===== src/rtl/control_unit.sv =====
// -----------------------------------------------------------------------------
// control_unit
//    Multicycle control FSM for the MIPS-subset CPU. It walks every instruction
//    through fetch, decode and execute states and drives the datapath's write
//    enables, ULA operation code and mux selects. It also holds the address of
//    the exception handler pointer (exc_vec) for the memory address mux.
//
// Ports
//    clk        system clock, all state changes on the rising edge
//    reset      synchronous, active-low reset
//    OPCODE     IR[31:26]
//    funct      IR[5:0]
//    Of, Eq     ULA overflow / equal flags for the current cycle
//    PC_w, MEM_w, IR_w, RB_w, AB_w, ALUOut_w, EPC_w   write enables
//    ULA_c      001 add, 010 sub, 011 and, 111 compare, 000 otherwise
//    M_WREG     register file write address select (0 rt, 1 rd)
//    M_WDATA    register file write data select (00 ALUOut, 01 memory)
//    M_ULAA     ULA A select (00 PC, 01 A)
//    M_ULAB     ULA B select (00 B, 01 const 4, 10 sign-ext, 11 sign-ext<<2)
//    M_PC_src   PC source (000 ULA, 001 ALUOut, 010 jump, 011 mem, 100 EPC)
//    Mux_addr   memory address select (00 PC, 01 ULA, 10 ALUOut, 11 exc_vec)
//    exc_vec    last selected exception vector, 0 after reset
//    state      current state encoding for debug; RST is always encoded 0
// -----------------------------------------------------------------------------
module control_unit #(
   parameter logic [31:0] VEC_OPCODE = 32'd253,
   parameter logic [31:0] VEC_OVF    = 32'd254
) (
   input  logic        clk,
   input  logic        reset,
   input  logic [5:0]  OPCODE,
   input  logic [5:0]  funct,
   input  logic        Of,
   input  logic        Eq,
   output logic        PC_w,
   output logic        MEM_w,
   output logic        IR_w,
   output logic        RB_w,
   output logic        AB_w,
   output logic        ALUOut_w,
   output logic        EPC_w,
   output logic [2:0]  ULA_c,
   output logic        M_WREG,
   output logic [1:0]  M_WDATA,
   output logic [1:0]  M_ULAA,
   output logic [1:0]  M_ULAB,
   output logic [2:0]  M_PC_src,
   output logic [1:0]  Mux_addr,
   output logic [31:0] exc_vec,
   output logic [4:0]  state
);

   localparam logic [5:0] OP_R    = 6'h00;
   localparam logic [5:0] OP_ADDI = 6'h08;
   localparam logic [5:0] OP_LW   = 6'h23;
   localparam logic [5:0] OP_SW   = 6'h2B;
   localparam logic [5:0] OP_BEQ  = 6'h04;
   localparam logic [5:0] OP_BNE  = 6'h05;
   localparam logic [5:0] OP_J    = 6'h02;
   localparam logic [5:0] OP_RTE  = 6'h10;

   localparam logic [5:0] FN_ADD  = 6'h20;
   localparam logic [5:0] FN_SUB  = 6'h22;
   localparam logic [5:0] FN_AND  = 6'h24;

   typedef enum logic [4:0] {
      S_RST      = 5'd0,
      S_FETCH1   = 5'd1,
      S_FETCH2   = 5'd2,
      S_DECODE   = 5'd3,
      S_EXEC_R   = 5'd4,
      S_WB_R     = 5'd5,
      S_ADDI     = 5'd6,
      S_WB_I     = 5'd7,
      S_MEM_ADDR = 5'd8,
      S_LW_RD1   = 5'd9,
      S_LW_RD2   = 5'd10,
      S_LW_WB    = 5'd11,
      S_SW_WR    = 5'd12,
      S_BRANCH   = 5'd13,
      S_JUMP     = 5'd14,
      S_RTE      = 5'd15,
      S_EXC_OP   = 5'd16,
      S_EXC_OVF  = 5'd17,
      S_EXC_RD1  = 5'd18,
      S_EXC_RD2  = 5'd19,
      S_EXC_LD   = 5'd20
   } state_t;

   state_t      r_state;
   state_t      w_nextState;
   logic [31:0] r_excVec;
   logic        w_validR;

   assign w_validR = (funct == FN_ADD) || (funct == FN_SUB) || (funct == FN_AND);
   assign exc_vec  = r_excVec;
   assign state    = r_state;

   // State register and exception vector. A low reset forces RST and clears
   // the vector regardless of where the current instruction is. The vector
   // is latched while leaving an exception-entry state, so the three
   // handler-pointer read cycles that follow already see the new address.
   always_ff @(posedge clk) begin
      if (!reset) begin
         r_state  <= S_RST;
         r_excVec <= '0;
      end else begin
         r_state <= w_nextState;
         if (r_state == S_EXC_OP)
            r_excVec <= VEC_OPCODE;
         else if (r_state == S_EXC_OVF)
            r_excVec <= VEC_OVF;
      end
   end

   // Output decode and next-state selection. Everything defaults to 0 and
   // falls back to FETCH1, so each state only lists what it turns on. The
   // branch write enable is the one output that also looks at a ULA flag in
   // the same cycle.
   always_comb begin
      PC_w        = 1'b0;
      MEM_w       = 1'b0;
      IR_w        = 1'b0;
      RB_w        = 1'b0;
      AB_w        = 1'b0;
      ALUOut_w    = 1'b0;
      EPC_w       = 1'b0;
      ULA_c       = 3'b000;
      M_WREG      = 1'b0;
      M_WDATA     = 2'b00;
      M_ULAA      = 2'b00;
      M_ULAB      = 2'b00;
      M_PC_src    = 3'b000;
      Mux_addr    = 2'b00;
      w_nextState = S_FETCH1;

      case (r_state)
         S_RST: begin
         end
         S_FETCH1: begin
            w_nextState = S_FETCH2;
         end
         S_FETCH2: begin
            IR_w        = 1'b1;
            PC_w        = 1'b1;
            M_ULAB      = 2'b01;
            ULA_c       = 3'b001;
            w_nextState = S_DECODE;
         end
         S_DECODE: begin
            AB_w     = 1'b1;
            ALUOut_w = 1'b1;
            M_ULAB   = 2'b11;
            ULA_c    = 3'b001;
            case (OPCODE)
               OP_R:          w_nextState = w_validR ? S_EXEC_R : S_EXC_OP;
               OP_ADDI:       w_nextState = S_ADDI;
               OP_LW, OP_SW:  w_nextState = S_MEM_ADDR;
               OP_BEQ, OP_BNE: w_nextState = S_BRANCH;
               OP_J:          w_nextState = S_JUMP;
               OP_RTE:        w_nextState = S_RTE;
               default:       w_nextState = S_EXC_OP;
            endcase
         end
         S_EXEC_R: begin
            M_ULAA   = 2'b01;
            ALUOut_w = 1'b1;
            case (funct)
               FN_ADD:  ULA_c = 3'b001;
               FN_SUB:  ULA_c = 3'b010;
               FN_AND:  ULA_c = 3'b011;
               default: ULA_c = 3'b000;
            endcase
            // A logical and cannot overflow, so its Of is meaningless.
            w_nextState = (Of && (funct != FN_AND)) ? S_EXC_OVF : S_WB_R;
         end
         S_WB_R: begin
            RB_w   = 1'b1;
            M_WREG = 1'b1;
         end
         S_ADDI: begin
            M_ULAA      = 2'b01;
            M_ULAB      = 2'b10;
            ULA_c       = 3'b001;
            ALUOut_w    = 1'b1;
            w_nextState = Of ? S_EXC_OVF : S_WB_I;
         end
         S_WB_I: begin
            RB_w = 1'b1;
         end
         S_MEM_ADDR: begin
            M_ULAA      = 2'b01;
            M_ULAB      = 2'b10;
            ULA_c       = 3'b001;
            ALUOut_w    = 1'b1;
            w_nextState = (OPCODE == OP_LW) ? S_LW_RD1 : S_SW_WR;
         end
         S_LW_RD1: begin
            Mux_addr    = 2'b10;
            w_nextState = S_LW_RD2;
         end
         S_LW_RD2: begin
            Mux_addr    = 2'b10;
            w_nextState = S_LW_WB;
         end
         S_LW_WB: begin
            Mux_addr = 2'b10;
            RB_w     = 1'b1;
            M_WDATA  = 2'b01;
         end
         S_SW_WR: begin
            Mux_addr = 2'b10;
            MEM_w    = 1'b1;
         end
         S_BRANCH: begin
            M_ULAA   = 2'b01;
            ULA_c    = 3'b111;
            M_PC_src = 3'b001;
            PC_w     = (OPCODE == OP_BEQ) ? Eq : !Eq;
         end
         S_JUMP: begin
            PC_w     = 1'b1;
            M_PC_src = 3'b010;
         end
         S_RTE: begin
            PC_w     = 1'b1;
            M_PC_src = 3'b100;
         end
         S_EXC_OP, S_EXC_OVF: begin
            // EPC captures PC-4, i.e. the address of the faulting instruction.
            EPC_w       = 1'b1;
            M_ULAB      = 2'b01;
            ULA_c       = 3'b010;
            w_nextState = S_EXC_RD1;
         end
         S_EXC_RD1: begin
            Mux_addr    = 2'b11;
            w_nextState = S_EXC_RD2;
         end
         S_EXC_RD2: begin
            Mux_addr    = 2'b11;
            w_nextState = S_EXC_LD;
         end
         S_EXC_LD: begin
            Mux_addr = 2'b11;
            PC_w     = 1'b1;
            M_PC_src = 3'b011;
         end
         default: begin
         end
      endcase
   end

endmodule


===== config.mk =====
export PLATFORM = sky130hd
export DESIGN_NAME = control_unit
export DESIGN_NICKNAME = d
export VERILOG_FILES = /design/src/rtl/control_unit.sv
export SDC_FILE = /design/constraint.sdc
export NUM_CORES = 1
export LEC_CHECK = 0
export ABC_AREA = 0
export CAP_MARGIN = 5
export CORE_MARGIN = 3
export CORE_UTILIZATION = 41
export DETAILED_ROUTE_END_ITERATION = 7
export GPL_TIMING_DRIVEN = 0
export PLACE_DENSITY = 0.86
export SLEW_MARGIN = 20
export SYNTH_ARGS = -nofsm -noshare
export SYNTH_HDL_FRONTEND = slang
export SYNTH_SLANG_ARGS = --single-unit

===== constraint.sdc =====
create_clock -name clk -period 3.7 [get_ports clk]
set_input_delay 0.74 -clock clk [delete_from_list [all_inputs] [get_ports clk]]
set_output_delay 0.74 -clock clk [all_outputs]
set_load 0.05 [all_outputs]

==> summary.txt <==
Placement
  • Port bufs: 46
  • Detailed placement HPWL: 2.82 mm
  • Placed cell count: 297
  • Gpl congestion: 0.917

Worst hold path
  • Hold crit path type: reg -> reg
  • Worst Hold Depth: 2
  • Worst Hold Endpoint: exc_vec[1]$_SDFFE_PP0P_
  • Hold Path Origin: exc_vec[1]$_SDFFE_PP0P_

Clocking
  • CTS sink count: 8
  • Hold Buf Count CTS: 0
  • H-tree Lvls: 1
  • CTS Buf Count: 3
  • CTS tree: done
  • Root Driver: clkbuf_4
  • Clock Latency Late Sink: 0.25 ns
  • CTS Buffer Depth: 2
  • Clk slew on worst S/H paths: 0.05 ns

Synthesis
  • Commonest cells post-synth: 31 x buf_4, 17 x nor2_1, 16 x nand2_1
  • Post-synthesis cell area: 1290 um^2
  • Register area share after synthesis: 12.4%
  • Synth top area share: 18.0%
  • Largest area contributor in the netlist: buf_4
  • Cell with the most instances after synthesis: buf_4
  • Synth unique cells: 57
  • Synth area leaders: buf_4 18%, dfxtp_1 12%, nor2_1 4.9%
  • Yosys warns: 0
  • Number of synthesized flops with an enable pin: 0
  • Most common flop cell mapped by yosys: dfxtp_1
  • Ys async rst share: 0%
  • Mapped Cells: 184
  • Synth Register Bits: 8
  • Syn Area/Cell: 7.02 um^2

Floorplanning
  • Starting density of the core: 44.9%
  • Cell Rows: 19
  • Die area: 3860 um^2
  • Core area: 2880 um^2
  • Num ports: 75
  • Die X: 62.1 um
  • Die height: 62.1 um

Finish
  • # diodes: 0
  • Layout cells sized above 1: 19.8%
  • Fin util: 66.6%
  • Area Growth Syn to Fin: 48.4%
  • Final Instance Count excl. Fillers: 300
  • Final nets: 276

Critical path
  • CP startpoint kind: input pin
  • CP Data Required Time: 2.96 ns
  • Worst reg2reg startpoint: state[1]$_SDFF_PN0_
  • Worst reg2reg path endpoint: state[4]$_SDFF_PN0_
  • CP max FO: 10
  • WS Path Type: in -> out
  • Arrival @ worst endpoint: 2.72 ns
  • Reg2reg setup slack: 1.99 ns
  • Worst Setup SP: OPCODE[3]
  • Reg2Reg Depth: 5
  • Crit. End Element: output pin

Timing
  • Setup violators final: 0
  • Final min period: 3.46 ns
  • Final Slew Violations: 0
  • Slew @ Worst Pin: 0.719 ns
  • RSZ-0062 raised after global routing: false
  • Worst Skew: 0.00525 ns
  • Period utilization: 93.5%
  • Fmax achieved: 289 MHz
  • Final hold vios: 0
  • Slew HR: 52.0%

Power and ir drop
  • Lkg Pwr: 0.000801 uW
  • Power per standard cell area: 176 nW/um^2
  • Maximum VDD drop: 0.114 mV
  • Total Power: 337 uW

Global routing
  • Vias in the first global route: 1323
  • Initial antenna violation count: 0
  • Total global routing track utilization: 17.9%
  • Gr ovfl total: 0
  • Largest net degree at the start of global routing: 11
  • First-pass GRT wire length: 5.94 mm

Detailed routing
  • Iter 0 DRT Violations: 74
  • Routed Antenna Nets: 0
  • WL per Instance: 11.7 um
  • Vias per cell: 5.02
  • Via count: 1507
  • DRC errors left: 0
  • Router iterations before antenna repair: 4
  • Routed Wire Length: 3.52 mm

Flow run
  • Max-Cap Viols: 0

Outcome
  • Status: completed
-- sequential cells by signal (all words and copies together), names as in the netlist --
name     flops
exc_vec      3
state        5
-- worst max-delay path, stage by stage --
cell and delay [ns]:
clkdlybuf4s50_1 0.41, buf_2 0.19, nor4_2 0.36, nand3b_1 0.15, xnor2_1 0.15, o21ai_0 0.16
dlygate4sd2_1 0.56
-- layout by cell type (no fill, tap or decap), drive strengths merged, types with 2 or more instances in the layout --
cell,netlist,routed
a32oi,2,2
nor3b,4,4
o32a,2,2
nor3,8,8
clkdlybuf4s50,0,43
nor2,17,17
or2,2,2
o31ai,2,2
nand3,2,2
xnor2,3,3
conb,1,26
a21oi,9,9
dfxtp,8,8
a211oi,2,2
dlygate4sd2,0,3
xor2,3,3
inv,3,3
a21boi,2,2
nor4,3,3
o21ai,5,5
nand2b,6,6
or3,3,3
clkbuf,5,8
nor4b,6,6
buf,41,41
a31oi,3,3
nor2b,3,3
nand2,16,16
-- metrics by stage --
step | instance area (um^2) | hold slack (ns) | setup WS [ns] | setup TNS [ns]
after floorplan | 1390 | 0.706 | 0.414 | 0
after global placement | 1900 | 0.470 | -0.0241 | -0.0241
after detailed placement | 1900 | 0.474 | -0.0366 | -0.0445
after CTS | 1920 | 0.483 | 0.246 | 0
after global routing | 1920 | 0.522 | 0.0793 | 0
final | 1920 | 0.482 | 0.239 | 0
-- worst max path at each step --
| stage | end | slack (ns) |
|---|---|---|
| floorplan | PC_w | 0.41 |
| global placement | PC_w | -0.02 |
| detailed placement | PC_w | -0.04 |
| CTS | PC_w | 0.25 |
| global route | ULA_c[0] | 0.08 |
| finish | PC_w | 0.24 |
-- cells by family after synthesis --
family | after synthesis | share of synthesized area, %
XOR/XNOR | 6 | 4.07
multiplexers | 2 | 1.65
AO/OA/AOI/OAI | 40 | 22.4
other | 1 | 0.290
AND/OR/NAND/NOR | 77 | 34.0
buffers and inverters | 50 | 25.2
flip-flops | 8 | 12.4
-- routing by layer --
metal / up-vias / share of wire, % / wire length (um) / global-route usage, %
li1: 754 / - / - / -
met4: 0 / 0.37 / 13 / 2.49
met3: 2 / 8.7 / 306 / 4.68
met5: - / 0 / 0 / 0
met1: 674 / 43 / 1510 / 22.8
met2: 77 / 48 / 1690 / 30.8
-- power breakdown --
| part | switching (uW) | total, uW | leakage, uW | internal [uW] |
|---|---|---|---|---|
| logic | 122 | 183 | 0.000722 | 61.0 |
| registers | 0.942 | 89.0 | 0.0000649 | 88.1 |
| clock network | 28.0 | 65.0 | 0.0000138 | 37.0 |
| total | 151 | 337 | 0.000801 | 186 |
-- layout make-up --
cell class	count	area, um^2
Buffer	46	310
Clock buffer	3	22.5
Fill cell	257	960
Inverter	4	15.0
Multi-Input combinational cell	151	900
Sequential cell	8	160
Tap cell	42	52.6
Timing Repair Buffer	46	457
-- repair_timing --
item                                    CTS  global route
endpoints found under the setup margin    3             0
buffers inserted                          0             0
gates resized for setup                   3             0
(Power assumes the default switching activity.)
